<file path="config.mk">
export PLATFORM = sky130hd
export DESIGN_NAME = key_matrix_scan_flat
export DESIGN_NICKNAME = d
export VERILOG_FILES = /design/src/rtl/key_matrix_scan_if.sv /design/src/rtl/key_matrix_scan.sv /design/src/flat_wrapper.sv
export SDC_FILE = /design/constraint.sdc
export NUM_CORES = 1
export LEC_CHECK = 0
export CELL_PAD_IN_SITES_DETAIL_PLACEMENT = 0
export CELL_PAD_IN_SITES_GLOBAL_PLACEMENT = 1
export CORE_MARGIN = 2
export CORE_UTILIZATION = 41
export DETAILED_ROUTE_END_ITERATION = 10
export PLACE_DENSITY = 0.73
export SYNTH_ARGS = -nofsm -noshare
export SYNTH_HDL_FRONTEND = slang
export SYNTH_SLANG_ARGS = --single-unit
</file>
<file path="constraint.sdc">
create_clock -name clk -period 5.1 [get_ports clk]
set_input_delay 1.02 -clock clk [delete_from_list [all_inputs] [get_ports clk]]
set_output_delay 1.02 -clock clk [all_outputs]
set_load 0.01 [all_outputs]
</file>
<file path="src/rtl/key_matrix_scan_if.sv">
// Keypad-side bus of key_matrix_scan: row drive, column sense and the
// confirmed-key reporting signals consumed by UART/display logic.
interface key_matrix_scan_if;
    logic [3:0] key_row;
    logic [3:0] key_col;
    logic [3:0] key_code;
    logic       key_valid;
    logic       key_release;
    logic       key_down;

    modport master (
        output key_row,
        output key_code,
        output key_valid,
        output key_release,
        output key_down,
        input  key_col
    );

    modport slave (
        input  key_row,
        input  key_code,
        input  key_valid,
        input  key_release,
        input  key_down,
        output key_col
    );
endinterface

</file>
<file path="src/rtl/key_matrix_scan.sv">
// 4x4 active-low keypad scanner: 1 ms row rotation, per-frame snapshot and a
// debounce FSM that reports one confirmed press/release per key.
module key_matrix_scan #(
    parameter int CLK_FREQ        = 50,
    parameter int DEBOUNCE_FRAMES = 5
) (
    input  logic              clk,
    input  logic              rst_n,
    key_matrix_scan_if.master bus
);
    localparam int               TICK_COUNT = CLK_FREQ * 1000;
    localparam int               TICK_W     = $clog2(TICK_COUNT);
    localparam logic [TICK_W-1:0] TICK_LAST = TICK_W'(TICK_COUNT - 1);
    localparam logic [3:0]       DEB_LAST   = 4'(DEBOUNCE_FRAMES);

    typedef enum logic [1:0] {
        IDLE        = 2'd0,
        DEB_PRESS   = 2'd1,
        PRESSED     = 2'd2,
        DEB_RELEASE = 2'd3
    } state_e;

    function automatic logic [4:0] ones16(input logic [15:0] v);
        logic [4:0] sum;
        sum = 5'd0;
        for (int i = 0; i < 16; i++) begin
            sum = sum + 5'(v[i]);
        end
        return sum;
    endfunction

    function automatic logic [3:0] first_set(input logic [15:0] v);
        logic [3:0] idx;
        idx = 4'd0;
        for (int i = 15; i >= 0; i--) begin
            idx = v[i] ? 4'(i) : idx;
        end
        return idx;
    endfunction

    logic [TICK_W-1:0] tick_cnt_q;
    logic [3:0]        col_meta_q;
    logic [3:0]        col_sync_q;
    logic [3:0]        row_q;
    logic [1:0]        row_idx_q;
    logic [15:0]       snap_q;
    logic              frame_done_q;

    state_e            state_q, state_d;
    logic [3:0]        cand_q, cand_d;
    logic [3:0]        cnt_q, cnt_d;
    logic [3:0]        key_code_q, key_code_d;
    logic              key_valid_q, key_valid_d;
    logic              key_release_q, key_release_d;
    logic              key_down_q, key_down_d;

    logic              tick_s;
    logic              single_s;
    logic [3:0]        single_code_s;
    logic [3:0]        cnt_inc_s;

    assign tick_s = (tick_cnt_q == TICK_LAST);

    // Free-running time base, column synchronizer and row scan; never stalled.
    always_ff @(posedge clk) begin
        if (!rst_n) begin
            tick_cnt_q   <= '0;
            col_meta_q   <= 4'hF;
            col_sync_q   <= 4'hF;
            row_q        <= 4'b1110;
            row_idx_q    <= 2'd0;
            snap_q       <= 16'h0000;
            frame_done_q <= 1'b0;
        end else begin
            col_meta_q   <= bus.key_col;
            col_sync_q   <= col_meta_q;
            frame_done_q <= tick_s && (row_idx_q == 2'd3);
            if (tick_s) begin
                tick_cnt_q                          <= '0;
                snap_q[{row_idx_q, 2'b00} +: 4]     <= ~col_sync_q;
                row_q                               <= {row_q[2:0], row_q[3]};
                row_idx_q                           <= row_idx_q + 2'd1;
            end else begin
                tick_cnt_q <= tick_cnt_q + TICK_W'(1);
            end
        end
    end

    // Frame classification: MULTI and NONE both read as "not single".
    always_comb begin
        single_s      = (ones16(snap_q) == 5'd1);
        single_code_s = first_set(snap_q);
        cnt_inc_s     = cnt_q + 4'd1;
    end

    always_ff @(posedge clk) begin
        if (!rst_n) begin
            state_q <= IDLE;
            cand_q  <= 4'd0;
            cnt_q   <= 4'd0;
        end else begin
            state_q <= state_d;
            cand_q  <= cand_d;
            cnt_q   <= cnt_d;
        end
    end

    always_comb begin
        state_d = state_q;
        cand_d  = cand_q;
        cnt_d   = cnt_q;
        if (frame_done_q) begin
            case (state_q)
                IDLE: begin
                    if (single_s) begin
                        state_d = DEB_PRESS;
                        cand_d  = single_code_s;
                        cnt_d   = 4'd1;
                    end else begin
                        state_d = IDLE;
                    end
                end
                DEB_PRESS: begin
                    if (single_s && (single_code_s == cand_q)) begin
                        cnt_d   = cnt_inc_s;
                        state_d = (cnt_inc_s == DEB_LAST) ? PRESSED : DEB_PRESS;
                    end else if (single_s) begin
                        cand_d  = single_code_s;
                        cnt_d   = 4'd1;
                    end else begin
                        state_d = IDLE;
                        cnt_d   = 4'd0;
                    end
                end
                PRESSED: begin
                    if (single_s && (single_code_s == key_code_q)) begin
                        state_d = PRESSED;
                    end else begin
                        state_d = DEB_RELEASE;
                        cnt_d   = 4'd1;
                    end
                end
                DEB_RELEASE: begin
                    if (single_s && (single_code_s == key_code_q)) begin
                        state_d = PRESSED;
                    end else begin
                        cnt_d   = cnt_inc_s;
                        state_d = (cnt_inc_s == DEB_LAST) ? IDLE : DEB_RELEASE;
                    end
                end
                default: begin
                    state_d = IDLE;
                    cnt_d   = 4'd0;
                end
            endcase
        end else begin
            state_d = state_q;
        end
    end

    // Pulses are derived from the confirming transitions only.
    always_comb begin
        key_valid_d   = frame_done_q && (state_q == DEB_PRESS) && (state_d == PRESSED);
        key_release_d = frame_done_q && (state_q == DEB_RELEASE) && (state_d == IDLE);
        key_code_d    = key_valid_d ? cand_q : key_code_q;
        key_down_d    = (state_d == PRESSED) || (state_d == DEB_RELEASE);
    end

    always_ff @(posedge clk) begin
        if (!rst_n) begin
            key_code_q    <= 4'd0;
            key_valid_q   <= 1'b0;
            key_release_q <= 1'b0;
            key_down_q    <= 1'b0;
        end else begin
            key_code_q    <= key_code_d;
            key_valid_q   <= key_valid_d;
            key_release_q <= key_release_d;
            key_down_q    <= key_down_d;
        end
    end

    assign bus.key_row     = row_q;
    assign bus.key_code    = key_code_q;
    assign bus.key_valid   = key_valid_q;
    assign bus.key_release = key_release_q;
    assign bus.key_down    = key_down_q;
endmodule

</file>
<file path="src/flat_wrapper.sv">
// flat-port wrapper written by rule: the top's interface ports become plain ports
module key_matrix_scan_flat 
#(
    parameter int CLK_FREQ        = 50,
    parameter int DEBOUNCE_FRAMES = 5
)
  (clk, rst_n, bus_key_row, bus_key_code, bus_key_valid, bus_key_release, bus_key_down, bus_key_col);
  key_matrix_scan_if bus_i ();
  input  logic clk;
  input  logic rst_n;
  output wire logic [$bits(bus_i.key_row)-1:0] bus_key_row;
  output wire logic [$bits(bus_i.key_code)-1:0] bus_key_code;
  output wire logic [$bits(bus_i.key_valid)-1:0] bus_key_valid;
  output wire logic [$bits(bus_i.key_release)-1:0] bus_key_release;
  output wire logic [$bits(bus_i.key_down)-1:0] bus_key_down;
  input wire logic [$bits(bus_i.key_col)-1:0] bus_key_col;
  assign bus_key_row = bus_i.key_row;
  assign bus_key_code = bus_i.key_code;
  assign bus_key_valid = bus_i.key_valid;
  assign bus_key_release = bus_i.key_release;
  assign bus_key_down = bus_i.key_down;
  assign bus_i.key_col = bus_key_col;
  key_matrix_scan #(.CLK_FREQ(CLK_FREQ), .DEBOUNCE_FRAMES(DEBOUNCE_FRAMES)) u_core (.clk(clk), .rst_n(rst_n), .bus(bus_i));
endmodule
</file>
=== Word level (Yosys, flattened, before mapping) ===
Cells that the tools add are included.

* Add/subtract/negate cells: 19
* Eq/ne operators: 15
* Shift-type cells: 2
* Multiplexer cells: 35
* Bitwise operators: 2
* Reductions and logical operators: 14

{| class="wikitable"
|+ Operator list
! operator !! number
|-
| 4-bit two-way mux || 22
|-
| 5-bit by 1-bit adder with 5-bit output || 14
|-
| 16-bit by 1-bit adder with 16-bit output, second input constant || 1
|-
| 16-bit bitwise mux || 1
|-
| 16-bit equality test, second input constant || 1
|-
| 4-bit one-hot mux with 4 select lines || 1
|-
| 4-bit by 6-bit variable shift with 16-bit output, first input constant || 1
|-
| 4-bit by 6-bit variable part select with 16-bit output || 1
|-
| 2-bit two-way mux || 6
|-
| 2-bit equality test, second input constant || 5
|-
| 4-bit equality test || 2
|-
| 2-bit one-hot mux with 4 select lines || 1
|-
| 4-bit one-hot mux with 2 select lines || 1
|-
| 1-bit logical AND || 7
|-
| 2-bit != test, second input constant || 3
|-
| 4-bit negator with 6-bit output || 1
|-
| 5-bit by 1-bit equality test with 1-bit output, second input constant || 1
|-
| 4-bit by 1-bit adder with 4-bit output, second input constant || 1
|-
| 4-bit by 3-bit equality test with 1-bit output, second input constant || 1
|-
| 2-bit zero test || 2
|-
| 4-bit inverter || 1
|-
| 4-bit AND reduction || 1
|-
| 1-bit two-way mux || 3
|-
| 3-bit AND reduction || 1
|-
| 8 further kinds || 8
|}

* Bits in registers: 64
* Input bits: 6
* Output and inout bits: 11

=== Depth between registers and ports, before layout ===
* Depth after elaboration: 23
* Depth in mapped cells: 20
* Depth with buffers taken out: 19

=== Least setup slack after synthesis ===
No wires, ideal clock.

* Kind: register to register
* Start point: register u_core.snap_q[0]
* End point: register u_core.cnt_q[2]
* Arrival: 5167 ps
* Required time: 4983 ps
* Setup slack: -184 ps
* Cell stages (with the launch flop): 21
* Path buffers: 1
* Clock period less this slack: 5284 ps
* Path through: dfxtp_1 -> ha_1 -> inv_1 -> fa_1 -> inv_1 -> fa_1 -> fa_1 -> inv_1 -> fa_1 -> inv_1 -> fa_1 -> fa_1 -> nor4b_1 -> o211ai_1 -> nor2_1 -> nand4_1 -> or4_1 -> buf_2 -> o211ai_2 -> nor2_1 -> a22o_1

* Cells in the longest elaborated chain, start to end: 19
* Elaborated cells between the ends (all ways): 27
* Those cells by class: 15 x add/sub; 6 x eq/ne; 3 x mux; 3 x reduce/logical

{| class="wikitable"
|+ RTL lines
! what !! RTL line !! text
|-
| start, declared || key_matrix_scan.sv:46 || <nowiki>logic [15:0] snap_q;</nowiki>
|-
| start signal, assigned by index || key_matrix_scan.sv:80 || <nowiki>snap_q[{row_idx_q, 2'b00} +: 4] <= ~col_sync_q;</nowiki>
|-
| 1-bit by 1-bit adder with 2-bit output || key_matrix_scan.sv:27 || <nowiki>sum = sum + 5'(v[i]);</nowiki>
|-
| 5-bit by 1-bit adder with 5-bit output (14 in series) || key_matrix_scan.sv:27 ||
|-
| 5-bit by 1-bit equality test with 1-bit output || key_matrix_scan.sv:91 || <nowiki>single_s = (ones16(snap_q) == 5'd1);</nowiki>
|-
| 1-bit logical AND, on equally long branches || key_matrix_scan.sv:124, key_matrix_scan.sv:136, key_matrix_scan.sv:144 ||
|-
| 4-bit two-way mux / 2-bit != test (equally long branches) || n/a ||
|-
| 4-bit one-hot mux with 4 select lines / 4-bit AND reduction (equally long branches) || n/a ||
|-
| end signal, assigned || key_matrix_scan.sv:104 || <nowiki>cnt_q <= cnt_d;</nowiki>
|-
| end, declared || key_matrix_scan.sv:51 || <nowiki>logic [3:0] cnt_q, cnt_d;</nowiki>
|}

Several ways; a longest one is shown, not always the timed one.
A chain may end at the register's enable or synchronous reset.

=== Worst setup path in the final report ===
* Start point: register u_core.snap_q[1]
* End point: register u_core.cnt_q[2]

The elaborated chain is that of the path after synthesis.

==> results.toml <==
[detailed_routing]
routed-via-count = 2737
drc = 0
drt_iter0_markers = 96
viasPerCell = 5.21
detail-route-antenna-nets = 0
wirelength_mm = 6.62
routedWlPerCell_um = 12.6
first_pass_iters = 4

[synth]
synth_warnings = 0
async_flop_share = 0
syn_inst = 389
ys_types = 52
synth.top_cell.area_share = 0.389
synth_nets = 418
synth-edff-count = 0
ys.flop_type = "dfxtp_1"
synth_area_leader_cell = "dfxtp_1"
synth-seq-area-share = 0.389
avgSynthCellArea_um2 = 8.46
synth-seq-cells = 64
synth.most_common_cell = "dfxtp_1"
synth_common_cells = "dfxtp_1 (64), nor2_1 (59), nand2_1 (32)"
synthTopCellsByArea = "dfxtp_1 (39%), nor2_1 (6.7%), fa_1 (6.1%)"
synth_area_um2 = 3290

[global_routing]
grtUsageMet1 = 0.210
antenna_found_initial = 0
grtUsageTotal = 0.163
first_global_vias = 2610
met2_usage = 0.269
grt_max_degree = 32
grt_util_met3 = 0.0371
busiest_layer = "met2"
grt-ovfl-total = 0
grt_pass1_wl_mm = 11.5

[worst_setup_path]
path_max_fanout = 3
r2r-start = "u_core.snap_q[1]$_SDFFE_PN0P_"
r2r_setup_slack_ns = 0.02
worstPathArrival_ns = 5.31
startpoint_type = "register"
crit_path_end_kind = "register"
reg2regPathDepth = 19
setup.worst_path.class = "reg -> reg"
r2r_end = "u_core.cnt_q[2]$_SDFFE_PN0P_"
worstPathRequired_ns = 5.33

[clocking]
clockBufferDepth = 2
cts_sinks = 64
post_cts_buffers = 0
clock_latency_ns = 0.33
clkTransAtPathRegs_ns = 0.07
cts_root_buffer = "clkbuf_8"
numCtsBuffers = 9
htree_levels = 3
cts_tree = "done"

[timing]
relSlewSlack = 0.492
hold_violations = 0
max_freq_ghz = 0.197
fin_crit_ns = 5.08
grt_setup_unrepaired = "yes"
fin_ws_ns = 0.0214
clock_skew_ns = 0.00850
setup_viol = 0
finalCritPeriodShare = 0.996
tightest_slew_ns = 0.760
slew_viol_final = 0

[die]
die_w_um = 93.6
die_h_um = 93.6
num_io_pins = 17
start_util = 0.424
core_um2 = 7770
die-area_um2 = 8760
num_rows = 32

[power_and_ir_drop]
irDropWorstVdd_uv = 188
fin_total_pwr_uw = 920
power_switching_uw = 204
p_clk_frac = 0.429
swShare = 0.222
internal-power_uw = 715
p_seq_frac = 0.552
power_per_cell_area_nw_per_um2 = 238
comb_power_share = 0.020
p_leak_nw = 1.54

[finish]
antenna_cells = 0
finalNonFillerCells = 525
nFillCells = 765
final_area_um2 = 3870
drive_gt1_frac = 0.104
area_growth_pct = 17.6
final_nets = 447
fin_util = 0.498

[min_path]
worstHoldPathType = "reg -> reg"
min_to = "u_core.col_sync_q[0]$_SDFF_PN1_"
hold_depth = 1
hold_path.startpoint = "u_core.col_meta_q[0]$_SDFF_PN1_"

[run]
cap_viol_max_count = 0

[place]
dpl-instance-area_um2 = 3650
dp_hpwl_mm = 4.89
place_congestion = 0.801
dp_slack_ns = -0.0916
dp.cells = 509
port_buffers = 16

[run_status]
status = "complete, no violations"
[layer usage]
layer  part of all wire  wire length [um]
met5                  0                 0
met1               0.51              3370
met2               0.45              3000
met4             0.0091                60
met3              0.028               185
[sequential cells by signal, summed over array words and instances, names as in the netlist]
name and flops:
u_core.bus.key_down 1, u_core.bus.key_code 4, u_core.col_meta_q 4, u_core.snap_q 16, u_core.cnt_q 4, u_core.frame_done_q 1, u_core.cand_q 4, u_core.bus.key_row 4
u_core.tick_cnt_q 16, u_core.state_q 2, u_core.bus.key_valid 1, u_core.row_idx_q 2, u_core.col_sync_q 4, u_core.bus.key_release 1
[power by group through the flow]
stage,Combinational [mW],Sequential [mW],Clock [mW]
floorplan,0.0117,0.518,0
global placement,0.0186,0.519,0
detailed placement,0.0186,0.519,0
CTS,0.0187,0.507,0.408
global route,0.0207,0.508,0.425
finish,0.0181,0.507,0.394
[what timing repair did]
action,in CTS,in global routing
hold buffers,0,0
pin swaps,1,2
gates cloned,0,0
setup endpoints to repair,7,10
gates resized for setup,7,3
[how the worst max path moves through the flow]
stage          slack, ns  cells past startpoint                           end                           from
2_1_floorplan      0.007                     20  u_core.cnt_q[2]$_SDFFE_PN0P_  u_core.snap_q[0]$_SDFFE_PN0P_
3_3_place_gp       -0.01                     19  u_core.cnt_q[2]$_SDFFE_PN0P_  u_core.snap_q[0]$_SDFFE_PN0P_
3_5_place_dp       -0.09                     19  u_core.cnt_q[2]$_SDFFE_PN0P_  u_core.snap_q[0]$_SDFFE_PN0P_
4_1_cts            -0.02                     19  u_core.cnt_q[2]$_SDFFE_PN0P_  u_core.snap_q[1]$_SDFFE_PN0P_
5_1_grt            -0.18                     19  u_core.cnt_q[2]$_SDFFE_PN0P_  u_core.snap_q[1]$_SDFFE_PN0P_
6_report            0.02                     19  u_core.cnt_q[2]$_SDFFE_PN0P_  u_core.snap_q[1]$_SDFFE_PN0P_
[placed cells by master, fill, tap and decap left out, drive strengths merged, types with 13 or more instances in the layout]
cell,instances
inv,28
dfxtp,64
nand3,15
nor2,59
clkdlybuf4s50,16
buf,14
nand2,32
ha,13
nor3,22
a21oi,28
[worst max-delay path, stage by stage (launching register included)]
cell	delay, ns
dfxtp_2	0.34
ha_4	0.26
inv_2	0.03
fa_1	0.46
inv_1	0.05
fa_1	0.45
fa_1	0.51
inv_1	0.05
fa_1	0.49
inv_2	0.04
fa_2	0.34
fa_1	0.45
nor4b_2	0.21
o211ai_1	0.16
nor2_1	0.13
nand4_1	0.09
or4_4	0.47
o211ai_4	0.14
nor2_4	0.07
a22o_1	0.24
[final cells by class]
class | count | area [um2] | area share
timing repair buffer | 30 | 265 | 0.0685
inverter | 29 | 109 | 0.0281
tap | 102 | 128 | 0.0330
sequential | 64 | 1280 | 0.332
multi-input combinational | 284 | 1900 | 0.491
clock buffer | 12 | 155 | 0.0401
clock inverter | 4 | 28.8 | 0.00744
[logic make-up after synthesis]
group / count (synthesis) / synth area share
flip-flops: 64 / 0.389
buffers and inverters: 41 / 0.0475
adder cells (fa/ha/maj): 23 / 0.110
AND/OR/NAND/NOR: 174 / 0.255
XOR/XNOR: 17 / 0.0452
AO/OA/AOI/OAI: 63 / 0.132
multiplexers: 7 / 0.0213
[per-stage QoR]
stage / hold WS (ns) / setup TNS (ns)
final: 0.407 / 0
after global routing: 0.424 / -1.08
after CTS: 0.410 / -0.0222
after detailed placement: 0.392 / -0.289
after global placement: 0.391 / -0.0133
after floorplan: 0.386 / 0
No activity file was read; power rests on OpenSTA's default activity.
